--- config.mk ---
export PLATFORM = sky130hd
export DESIGN_NAME = ov7670_capture
export DESIGN_NICKNAME = d
export VERILOG_FILES = /design/src/rtl/ov7670_capture.sv
export SDC_FILE = /design/constraint.sdc
export NUM_CORES = 1
export LEC_CHECK = 0
export BUFFER_PORTS_ARGS = -buffer_cell sky130_fd_sc_hd__buf_2
export CORE_MARGIN = 2
export CORE_UTILIZATION = 55
export CTS_BUF_LIST = sky130_fd_sc_hd__clkbuf_4
export DETAILED_ROUTE_END_ITERATION = 10
export HOLD_SLACK_MARGIN = 0.06
export PLACE_DENSITY_LB_ADDON = 0.1
export SETUP_SLACK_MARGIN = 0.05
export SLEW_MARGIN = 20
export SYNTH_ARGS = -nofsm -noshare
export SYNTH_HDL_FRONTEND = slang
export SYNTH_SLANG_ARGS = --single-unit
--- constraint.sdc ---
create_clock -name p_clock -period 2.7 [get_ports p_clock]
set_clock_uncertainty 0.1 [all_clocks]
set_input_delay 0.135 -clock p_clock [delete_from_list [all_inputs] [get_ports p_clock]]
set_output_delay 0.135 -clock p_clock [all_outputs]
set_load 0.005 [all_outputs]
--- src/rtl/ov7670_capture.sv ---
// ov7670_capture
// Frame-capture stage behind the OV7670 camera interface. Bytes sampled on
// p_clock are paired into RGB555 pixels. Each pixel that survives
// power-of-two decimation is emitted with a linear frame-buffer write address.
// The block captures one frame per start, or back-to-back frames while
// continuous is set.
module ov7670_capture #(
    parameter int H_ACTIVE   = 640,
    parameter int V_ACTIVE   = 480,
    parameter int DECIM_LOG2 = 0,
    parameter int ADDR_W     = 19
) (
    input  logic              p_clock,
    input  logic              reset_n,
    input  logic              vsync,
    input  logic              href,
    input  logic [7:0]        p_data,
    input  logic              start,
    input  logic              continuous,
    output logic              busy,
    output logic              pix_valid,
    output logic [14:0]       pix_data,
    output logic [ADDR_W-1:0] pix_addr,
    output logic              frame_done,
    output logic [7:0]        frame_cnt,
    output logic              err_line,
    output logic              err_frame
);

    // col and row must be able to hold H_ACTIVE / V_ACTIVE themselves:
    // col saturates there, and row == V_ACTIVE marks a complete frame.
    localparam int COL_W = $clog2(H_ACTIVE + 1);
    localparam int ROW_W = $clog2(V_ACTIVE + 1);
    localparam int H_DEC = H_ACTIVE >> DECIM_LOG2;

    localparam logic [COL_W-1:0] COL_MAX  = COL_W'(H_ACTIVE);
    localparam logic [ROW_W-1:0] ROW_MAX  = ROW_W'(V_ACTIVE);
    localparam logic [COL_W-1:0] COL_MASK = COL_W'((1 << DECIM_LOG2) - 1);
    localparam logic [ROW_W-1:0] ROW_MASK = ROW_W'((1 << DECIM_LOG2) - 1);
    localparam logic [COL_W-1:0] COL_ONE  = COL_W'(1);
    localparam logic [ROW_W-1:0] ROW_ONE  = ROW_W'(1);

    typedef enum logic [1:0] {
        IDLE,
        WAIT_VS,
        WAIT_VS_FALL,
        ACTIVE
    } state_t;

    state_t           state;
    logic             href_q;
    logic             phase;
    logic [6:0]       hi_byte;
    logic [COL_W-1:0] col;
    logic [ROW_W-1:0] row;
    logic             keep;

    // First pipeline stage: the pixel as formed on its second byte, plus its
    // coordinates. The address is computed from these one edge later.
    logic             s1_vld;
    logic [14:0]      s1_data;
    logic [COL_W-1:0] s1_col;
    logic [ROW_W-1:0] s1_row;

    // A completed pixel is kept only on the decimation grid. With
    // DECIM_LOG2 == 0 both masks are zero, so every pixel is kept.
    assign keep = ((col & COL_MASK) == '0) && ((row & ROW_MASK) == '0);

    // Previous href sample, used for falling-edge detection. Outside ACTIVE
    // it is forced low so that a stale high cannot fake a line end on entry.
    always_ff @(posedge p_clock or negedge reset_n) begin
        if (!reset_n) begin
            href_q <= 1'b0;
        end else begin
            href_q <= (state == ACTIVE) ? href : 1'b0;
        end
    end

    // Capture sequencer: arming, frame sync, byte pairing, line/frame counting.
    always_ff @(posedge p_clock or negedge reset_n) begin
        if (!reset_n) begin
            state      <= IDLE;
            busy       <= 1'b0;
            phase      <= 1'b0;
            hi_byte    <= '0;
            col        <= '0;
            row        <= '0;
            frame_done <= 1'b0;
            frame_cnt  <= '0;
            err_line   <= 1'b0;
            err_frame  <= 1'b0;
            s1_vld     <= 1'b0;
            s1_data    <= '0;
            s1_col     <= '0;
            s1_row     <= '0;
        end else begin
            frame_done <= 1'b0;
            s1_vld     <= 1'b0;
            case (state)
                IDLE: begin
                    col   <= '0;
                    row   <= '0;
                    phase <= 1'b0;
                    if (start) begin
                        state     <= WAIT_VS;
                        busy      <= 1'b1;
                        err_line  <= 1'b0;
                        err_frame <= 1'b0;
                    end
                end
                // Wait for a vsync pulse so capture never begins mid-frame.
                WAIT_VS: begin
                    col   <= '0;
                    row   <= '0;
                    phase <= 1'b0;
                    if (vsync) state <= WAIT_VS_FALL;
                end
                WAIT_VS_FALL: begin
                    col   <= '0;
                    row   <= '0;
                    phase <= 1'b0;
                    if (!vsync) state <= ACTIVE;
                end
                ACTIVE: begin
                    if (row == ROW_MAX) begin
                        // The last line ended on the previous edge.
                        frame_done <= 1'b1;
                        frame_cnt  <= frame_cnt + 8'd1;
                        if (continuous) begin
                            state <= WAIT_VS;
                        end else begin
                            state <= IDLE;
                            busy  <= 1'b0;
                        end
                    end else if (vsync) begin
                        // A short frame: resynchronise and capture the new one.
                        err_frame <= 1'b1;
                        state     <= WAIT_VS_FALL;
                    end else if (href) begin
                        phase <= ~phase;
                        if (!phase) begin
                            hi_byte <= p_data[6:0];
                        end else if (col != COL_MAX) begin
                            s1_vld  <= keep;
                            s1_data <= {hi_byte, p_data};
                            s1_col  <= col;
                            s1_row  <= row;
                            col     <= col + COL_ONE;
                        end else begin
                            // Overlong line: drop the pixel, col stays at max.
                            err_line <= 1'b1;
                        end
                    end else if (href_q) begin
                        // Line end: it must hold exactly H_ACTIVE whole pixels.
                        if ((col != COL_MAX) || phase) err_line <= 1'b1;
                        row   <= row + ROW_ONE;
                        col   <= '0;
                        phase <= 1'b0;
                    end
                end
                default: state <= IDLE;
            endcase
        end
    end

    // Output stage: strobe for one cycle with data and the linear write address.
    always_ff @(posedge p_clock or negedge reset_n) begin
        if (!reset_n) begin
            pix_valid <= 1'b0;
            pix_data  <= '0;
            pix_addr  <= '0;
        end else begin
            pix_valid <= s1_vld;
            if (s1_vld) begin
                pix_data <= s1_data;
                pix_addr <= ADDR_W'(s1_row >> DECIM_LOG2) * ADDR_W'(H_DEC)
                          + ADDR_W'(s1_col >> DECIM_LOG2);
            end
        end
    end

endmodule

[Yosys cells after proc, flatten, opt, wreduce, memory -nomap -nowiden]
Index checks and enable logic that the tools add are counted.
Storage, ports and cells
  flip-flop bits (word level): 112
  input port bits: 14
  output and inout port bits: 47
Cells by class
  $add $sub $neg: 4
  multiply operators: 1
  eq/ne operators: 19
  muxes and demuxes: 48
  bitwise operators: 3
  reductions and logical operators: 14
Operators by type and width (count)
  10-bit two-way mux: 6
  9-bit two-way mux: 4
  1-bit two-way mux: 27
  10-bit case mux with 2 select lines: 1
  19-bit by 10-bit adder with 19-bit output: 1
  9-bit case mux with 2 select lines: 1
  2-bit inequality test (second input constant): 8
  9-bit by 3-bit multiplier with 12-bit output (second input constant): 1
  4-bit AND reduction: 3
  10-bit by 1-bit adder with 10-bit output (second input constant): 1
  10-bit inequality test (second input constant): 1
  5-bit AND reduction: 2
  9-bit by 1-bit adder with 9-bit output (second input constant): 1
  9-bit == test (second input constant): 1
  3-bit inequality test (second input constant): 3
  8-bit by 1-bit adder with 8-bit output (second input constant): 1
  2-bit two-way mux: 4
  1-bit case mux with 2 select lines: 4
  2-bit case mux with 4 select lines: 1
  8-bit AND reduction: 1
  3-bit by 2-bit inequality test with 1-bit output (second input constant): 2
  6-bit AND reduction: 1
  2-bit == test (second input constant): 2
  2-bit AND reduction: 2
  other kinds (8): 10

[Longest topological paths before layout]
Gate-level depths: netlist (run 1).
  depth in word-level cells: 8
  depth in mapped cells: 9

[Worst setup path after synthesis (run 1)]
OpenSTA, ideal clock, no wires.
  path type: register to register
  from: reg s1_row[1]
  to: reg pix_addr[17]
  library setup time: 0.125 ns
  arrival: 2.625 ns
  required time: 2.475 ns
  setup slack: -0.149 ns
  cell stages (with the launch flop): 10
  buffers on the path: 0
  period minus slack after synthesis: 2.849 ns
  cells stage by stage: dfrtp_1 -> ha_1 -> ha_1 -> fa_1 -> a211oi_1 -> o21ai_0 -> a221oi_2 -> nand4_1 -> xnor2_1 -> mux2_2
On the way
  cells in the longest elaborated chain, start to end: 2
Ends and longest elaborated chain
  start: declaration: RTL line 63  | logic [ROW_W-1:0] s1_row;
  start signal: assignment: RTL line 147  | s1_row <= row;
  9-bit by 3-bit multiplier with 12-bit output: RTL line 176  | pix_addr <= ADDR_W'(s1_row >> DECIM_LOG2) * ADDR_W'(H_DEC)
  19-bit by 10-bit adder with 19-bit output: RTL line 177  | + ADDR_W'(s1_col >> DECIM_LOG2);
  end signal: assignment: RTL line 176
  end: declaration: RTL line 23  | output logic [ADDR_W-1:0] pix_addr,
Every way passes these cells.
A chain may end at the register's enable or synchronous reset.

[Final worst setup path (run 1)]
Same ends and word-level chain as after synthesis.

==> metrics.txt, run 1 <==
outcome completed; die area roughly 10000 um^2; via density per instance about 5.3; cells after synthesis 429; worst reg2reg startpoint s1_row[1]; core area between 9000 and 10000 um^2; fin. max-slew vios 0; Post-Syn Area per Cell 12.2 um^2; Yosys top cell area share 0.535; total clock sinks approximately 110; Residual DRC 0; Mapped Nets roughly 470; Initial Util 0.567; global-route wire length before repair ~16000 um; dominant cell type by area after synthesis dfrtp_1; Max stage delay cell, worst path dfrtp_1; commonest non-fill, non-tap cell in the layout dfrtp_1; number of port buffers 60; CP Cell Sequence ha_4, ha_4, fa_2, a211oi_2, o21ai_2, a221oi_2, nand4_1, xnor2_1, mux2_4; Startpoint Class flip-flop; worst hold path type input port to asynchronous set/reset pin; initial antenna violation count 0; DP Cell Count slightly above 600; Placed Instance Area between 5000 and 6000 um^2; htree depth 3; Longest Clk Path Bufs 2; EDFF count, synth 0; relative slew slack 0.360; WL/cell approximately 14 um; grt ovf 0; worst-case reg-to-reg path depth 9; Leak Pwr 3.06 nW; die height between 100 and 150 um; Synth warnings 0; CTS tree built; post-route ant nets 0; WP data required between 2000 and 3000 ps; Tightest Pin Transition about 950 ps; Clock Latency Late Sink roughly 460 ps; via count between 3000 and 4000; P&R area growth vs syn 17.6%; Post-synth ARST share 1.00; Worst Path Arrival between 2000 and 3000 ps; vias in the first global route approximately 3500; gpl congestion 0.779; DR iter-0 viols 81; non-filler cells, final around 650; Chip Width approximately 100 um; critical path endpoint category flip-flop; IO Pins between 60 and 70; pin count of the biggest net entering global routing 73; register area share after synthesis 0.535; Root Driver clkbuf_4; final net count 551; Max Freq about 0.37 GHz; commonest non-fill, non-tap cells in the layout dfrtp_1 (112), mux2_2 (64), buf_2 (59), nor2_1 (34), nand2_1 (21); Worst VDD drop ~0.27 mV; clock buffer count from CTS 9; min Tclk post-route between 2000 and 3000 ps; Netlist cell types 51; Final HPWL DP around 6300 um; area occupied by multi-input gates around 2400 um^2; Area contributors post-synth dfrtp_1 (53%), mux2_2 (14%), ha_1 (5.3%), xor2_1 (3.3%), nor2_1 (2.4%); # rows 35; max-capacitance violation count 0; Fill cells roughly 770; Pre-Repair DR Iteration Count 4; Total Wirelength between 9000 and 10000 um; overall routing resource usage 0.191; R2R Setup Slk about 17 ps; biggest cell delay along the critical path about 450 ps; synthesized area ~5200 um^2; crit-path max FO 3; Reg clk slew, reported paths between 150 and 200 ps; register area around 2800 um^2; CP dominant cell by count ha_4; RR Endpoint pix_addr[17]; layout cells sized above 1 0.336; unrepaired setup endpoints after global routing true; Final setup viols 0; Seq cells post-synth between 100 and 150; Synth Flop Type dfrtp_1; fin crit share 0.994; Crit Path Class flip-flop to flip-flop; Fin. Hold Viols 0; n_diodes 0; PwrDens between 500 and 600 nW/um^2; cell area after layout ~6200 um^2
==> worst max-delay path: cells and delay by family, from the launching register on <==
family	cells	cell delay, ps
AO/OA/AOI/OAI	3	690
XOR/XNOR	1	150
adder cells (fa/ha/maj)	3	810
flip-flops	1	450
multiplexers	1	260
AND/OR/NAND/NOR	1	140
==> where the power goes <==
part / total, W / switching [W] / leakage, nW / internal, W
registers: 0.00192 / 0.0000822 / 1.49 / 0.00184
logic: 0.000354 / 0.000155 / 1.48 / 0.000199
clock network: 0.000926 / 0.000606 / 0.0873 / 0.000320
total: 0.00320 / 0.000843 / 3.06 / 0.00236
==> final cells by class <==
cell class | instances | share of cell area
sequential | 112 | 0.455
multi-input combinational | 288 | 0.388
timing repair buffer | 87 | 0.0938
tap | 129 | 0.0262
clock inverter | 7 | 0.0173
clock buffer | 9 | 0.0110
inverter | 15 | 0.00914
==> synthesized netlist by cell type, types with 2 or more instances <==
master     instances
a211oi_1           2
a21o_1             2
a21oi_1           13
a22oi_1            2
a31oi_1            2
and2_1             5
and3_1             7
buf_1              3
buf_2              5
clkbuf_1           5
dfrtp_1          112
fa_1               2
ha_1              22
inv_1             15
mux2_2            65
mux2i_1            2
nand2_1           21
nand2b_1           2
nand3_1           10
nand4_1            7
nor2_1            34
nor3_1             2
nor3b_1            2
nor4_1             3
nor4_2             2
o2111ai_1          7
o211ai_1           2
o21ai_0           15
o21ai_1            3
or3_1              3
xnor2_1           13
xor2_1            20
==> layer usage <==
metal  wire length [um]  vias up  GRT usage  share of wire
li1                   -     1700          -              -
met5                  0        -          0              0
met3                284        9     0.0304          0.031
met2               4400       60      0.312           0.48
met4                 94        0     0.0593          0.010
met1               4390     1661      0.263           0.48
==> stage by stage <==
| step | worst slack (ps) | power (W) | setup TNS [ps] | hold WS [ps] | utilization |
|---|---|---|---|---|---|
| detailed placement | -31.4 | 0.00230 | -31.4 | 56.0 | 0.625 |
| global route | -97.6 | 0.00337 | -131 | 77.3 | 0.667 |
| CTS | 28.7 | 0.00325 | 0 | 65.3 | 0.661 |
| floorplan | 39.2 | 0.00213 | 0 | -261 | - |
| global placement | -24.4 | 0.00228 | -24.4 | 49.3 | 0.625 |
| finish | 16.9 | 0.00320 | 0 | 75.6 | 0.667 |
==> timing repair <==
item                                   4_1_cts  5_1_grt
setup buffers                                1        1
gates resized for setup                      2        8
setup endpoints to repair                    2        5
pin swaps                                    5       12
endpoints found under the hold margin      134        0
hold buffers                                14        0
==> state kept, by name (all words and copies together), names as in the netlist <==
signal and count:
pix_addr 19, pix_data 15, s1_data 15, col 10, s1_col 10, row 9
s1_row 9, frame_cnt 8, hi_byte 7, state 2, busy 1, err_frame 1
err_line 1, frame_done 1, href_q 1, phase 1, pix_valid 1, s1_vld 1
==> cells by family (layout without fill, tap and decap cells) <==
family,count (synthesis),count (layout),share of synthesized area
flops,112,112,0.535
simple gates,104,104,0.103
mux,67,67,0.144
compound gates,60,60,0.0802
xor+xnor,33,33,0.0552
buf+inv,29,118,0.0234
fa+ha+maj,24,24,0.0602
==> how the worst max path moves through the flow <==
stage / slack, ps / from / endpoint / cells after the start
detailed placement: -30 / s1_row[3] / pix_addr[17] / 9
global placement: -20 / s1_row[3] / pix_addr[17] / 9
finish: 20 / s1_row[1] / pix_addr[17] / 9
CTS: 30 / s1_row[3] / pix_addr[17] / 9
global route: -100 / s1_row[1] / pix_addr[17] / 9
floorplan: 40 / s1_row[3] / pix_addr[17] / 9
Power figures use the tool's default switching activity.
==> inputs of run 2 (changes only) <==
ABC_AREA = 1   (was not set)
==> metrics.txt, run 2 <==
outcome completed; IO Pins 61 (unchanged); Clock Latency Late Sink 470 ps (about the same); Mapped Nets 680 (+46%); final core utilization 0.651 (-0.0160); PwrDens 801 nW/um^2 (+54%); via count 4364 (+27%); biggest cell delay along the critical path 570 ps (+120 ps); via density per instance 5.09 (-4.1%); Residual DRC 0 (unchanged); worst hold path type input port to flip-flop; global-route wire length before repair 19400 um (+23%); critical path endpoint category flip-flop; Reg clk slew, reported paths 170 ps (-20 ps); unrepaired setup endpoints after global routing true; setup TNS 0 ps (unchanged); largest reg by FF count pix_addr; Chip Width 105 um (+3.1%); clock buffer count from CTS 9 (unchanged); commonest non-fill, non-tap cells in the layout nand2_1 (217), dfrtp_1 (112), buf_2 (59), inv_1 (53), nor2_1 (34); n_diodes 0 (unchanged); number of port buffers 60 (unchanged); Final setup viols 0 (unchanged); Fin. Hold Viols 0 (unchanged); dominant cell type by area after synthesis dfrtp_1; pin count of the biggest net entering global routing 56 (-23%); Final HPWL DP 7730 um (+24%); Pre-Repair DR Iteration Count 4 (unchanged); area occupied by multi-input gates 2450 um^2 (+2.5%); Max Freq 0.394 GHz (+5.7%); Startpoint Class flip-flop; vias in the first global route 4202 (+22%); Root Driver clkbuf_4; die area 11000 um^2 (+6.3%); max-capacitance violation count 0 (unchanged); max reg flops 19 (unchanged); fin. max-slew vios 0 (unchanged); WL/cell 12.9 um (-9.1%); Synth Flop Type dfrtp_1; Post-synth ARST share 1.00 (unchanged); Worst VDD drop 0.486 mV (+83%); post-route ant nets 0 (unchanged); htree depth 3 (unchanged); synthesized area 5580 um^2 (+6.6%); Longest Clk Path Bufs 2 (unchanged); grt ovf 0 (unchanged); top flop regs pix_addr x19, pix_data x15, s1_data x15; Initial Util 0.569 (+0.00158); Max stage delay cell, worst path fa_2; crit-path max FO 4 (+1); core area 9820 um^2 (+6.3%); P&R area growth vs syn 14.4%; CP Cell Sequence ha_1, ha_1, fa_2, nand2_1, inv_1, nand4_1, nand2_1, nand3_1, or2_2, a31oi_1; Total Wirelength 11100 um (+21%); max layer used met4; WP data required 3000 ps (+50 ps); Crit Path Class flip-flop to flip-flop; min Tclk post-route 2540 ps (-145 ps); CTS tree built; commonest non-fill, non-tap cell in the layout nand2_1; met2 wire len 5200 um (+18%); # rows 36 (+2.9%); gpl congestion 0.901 (+16%); total clock sinks 112 (unchanged); layout cells sized above 1 0.194 (-0.141); EDFF count, synth 0 (unchanged); Leak Pwr 3.34 nW (+9.2%); relative slew slack 0.591 (+0.231); worst slack, placed 127 ps (+158 ps); Post-Syn Area per Cell 8.70 um^2 (-29%); Yosys top cell area share 0.502 (-0.0330); final net count 758 (+38%); DRT met1 WL 5390 um (+23%); Tightest Pin Transition 610 ps (-342 ps); DR iter-0 viols 173 (+110%); Synth warnings 0 (unchanged); most frequent cell after synthesis nand2_1; Netlist cell types 38 (-25%); initial antenna violation count 0 (unchanged); Area contributors post-synth dfrtp_1 (50%), nand2_1 (15%), ha_1 (4.9%), inv_1 (3.6%), o21ai_2 (3.1%); met3 WL 311 um (+9.5%); register area share after synthesis 0.502 (-0.0330); cells after synthesis 642 (+50%); Synth top cells by count nand2_1 (217), dfrtp_1 (112), inv_1 (53); overall routing resource usage 0.215 (+0.0246); fin crit share 0.940 (-0.0536); final worst slack 162 ps (+145 ps); register area 2800 um^2 (unchanged); Seq cells post-synth 112 (unchanged); Fill cells 853 (+10%); die height 105 um (+3.1%); Worst Path Arrival 2840 ps (-100 ps)
run 2: cell count changes in the layout (fill, tap and decap cells not counted), sizes merged, moves of 14 or more:
cell / previous run / this run
nor3: 2 / 16
mux2: 65 / 0
nand3: 10 / 35
inv: 18 / 64
o21ai: 19 / 52
nand2: 21 / 230
run 2: final cells by class:
cell class,count,area share
clock buffers,9,0.0106
repair buffers,84,0.0850
multi-input cells,452,0.383
clock inverters,7,0.0208
inverters,61,0.0358
flip-flops and latches,112,0.439
well taps,133,0.0260
run 2: critical path, delay by kind of cell (launching register included):
kind | cells | cell delay [ps]
simple gates | 5 | 640
fa+ha+maj | 3 | 1110
flops | 1 | 450
buf+inv | 1 | 50
compound gates | 1 | 140
run 2: worst paths after layout:
check                              from           end  slack (ps)  cells after the start
max                           s1_row[1]  pix_addr[14]         160                     10
min reg2reg                frame_cnt[7]  frame_cnt[7]         370                      1
min in group asynchronous       reset_n   pix_data[8]         630                      4
max reg2reg                   s1_row[1]  pix_addr[14]         160                     10
min                           p_data[7]    s1_data[7]         320                      4
max in group asynchronous       reset_n  pix_data[13]        1540                      4
run 2: what timing repair did:
action                                  4_1_cts  5_1_grt
hold endpoints to repair                    137        5
endpoints found under the setup margin        0        3
setup buffers                                 0        2
resized for setup                             0        5
hold buffers                                 14        1
run 2: kinds of logic after synthesis:
| family | count (synthesis) | synth area share |
|---|---|---|
| compound gates | 78 | 0.0890 |
| buf+inv | 78 | 0.0630 |
| xor+xnor | 19 | 0.0298 |
| flops | 112 | 0.502 |
| simple gates | 331 | 0.260 |
| fa+ha+maj | 24 | 0.0565 |
run 2: power breakdown:
group	switching [W]	total, W	internal, W
Clock	0.000591	0.00108	0.000492
Sequential	0.000283	0.00242	0.00214
Combinational	0.00101	0.00162	0.000605
run 2: metal layers:
metal,GRT usage,up-vias
met1,0.293,2078
met3,0.0256,14
met4,0.0629,0
met5,0,-
li1,-,2206
met2,0.364,66
run 2: metrics by stage:
stage               cells  area, um^2  hold slack (ps)  power [W]
finish                858        6390              324    0.00512
global placement      825        6000             1.36    0.00399
detailed placement    825        6000             2.13    0.00406
global route          858        6390              318    0.00553
floorplan             642        5580             -261    0.00355
CTS                   855        6350             64.2    0.00515
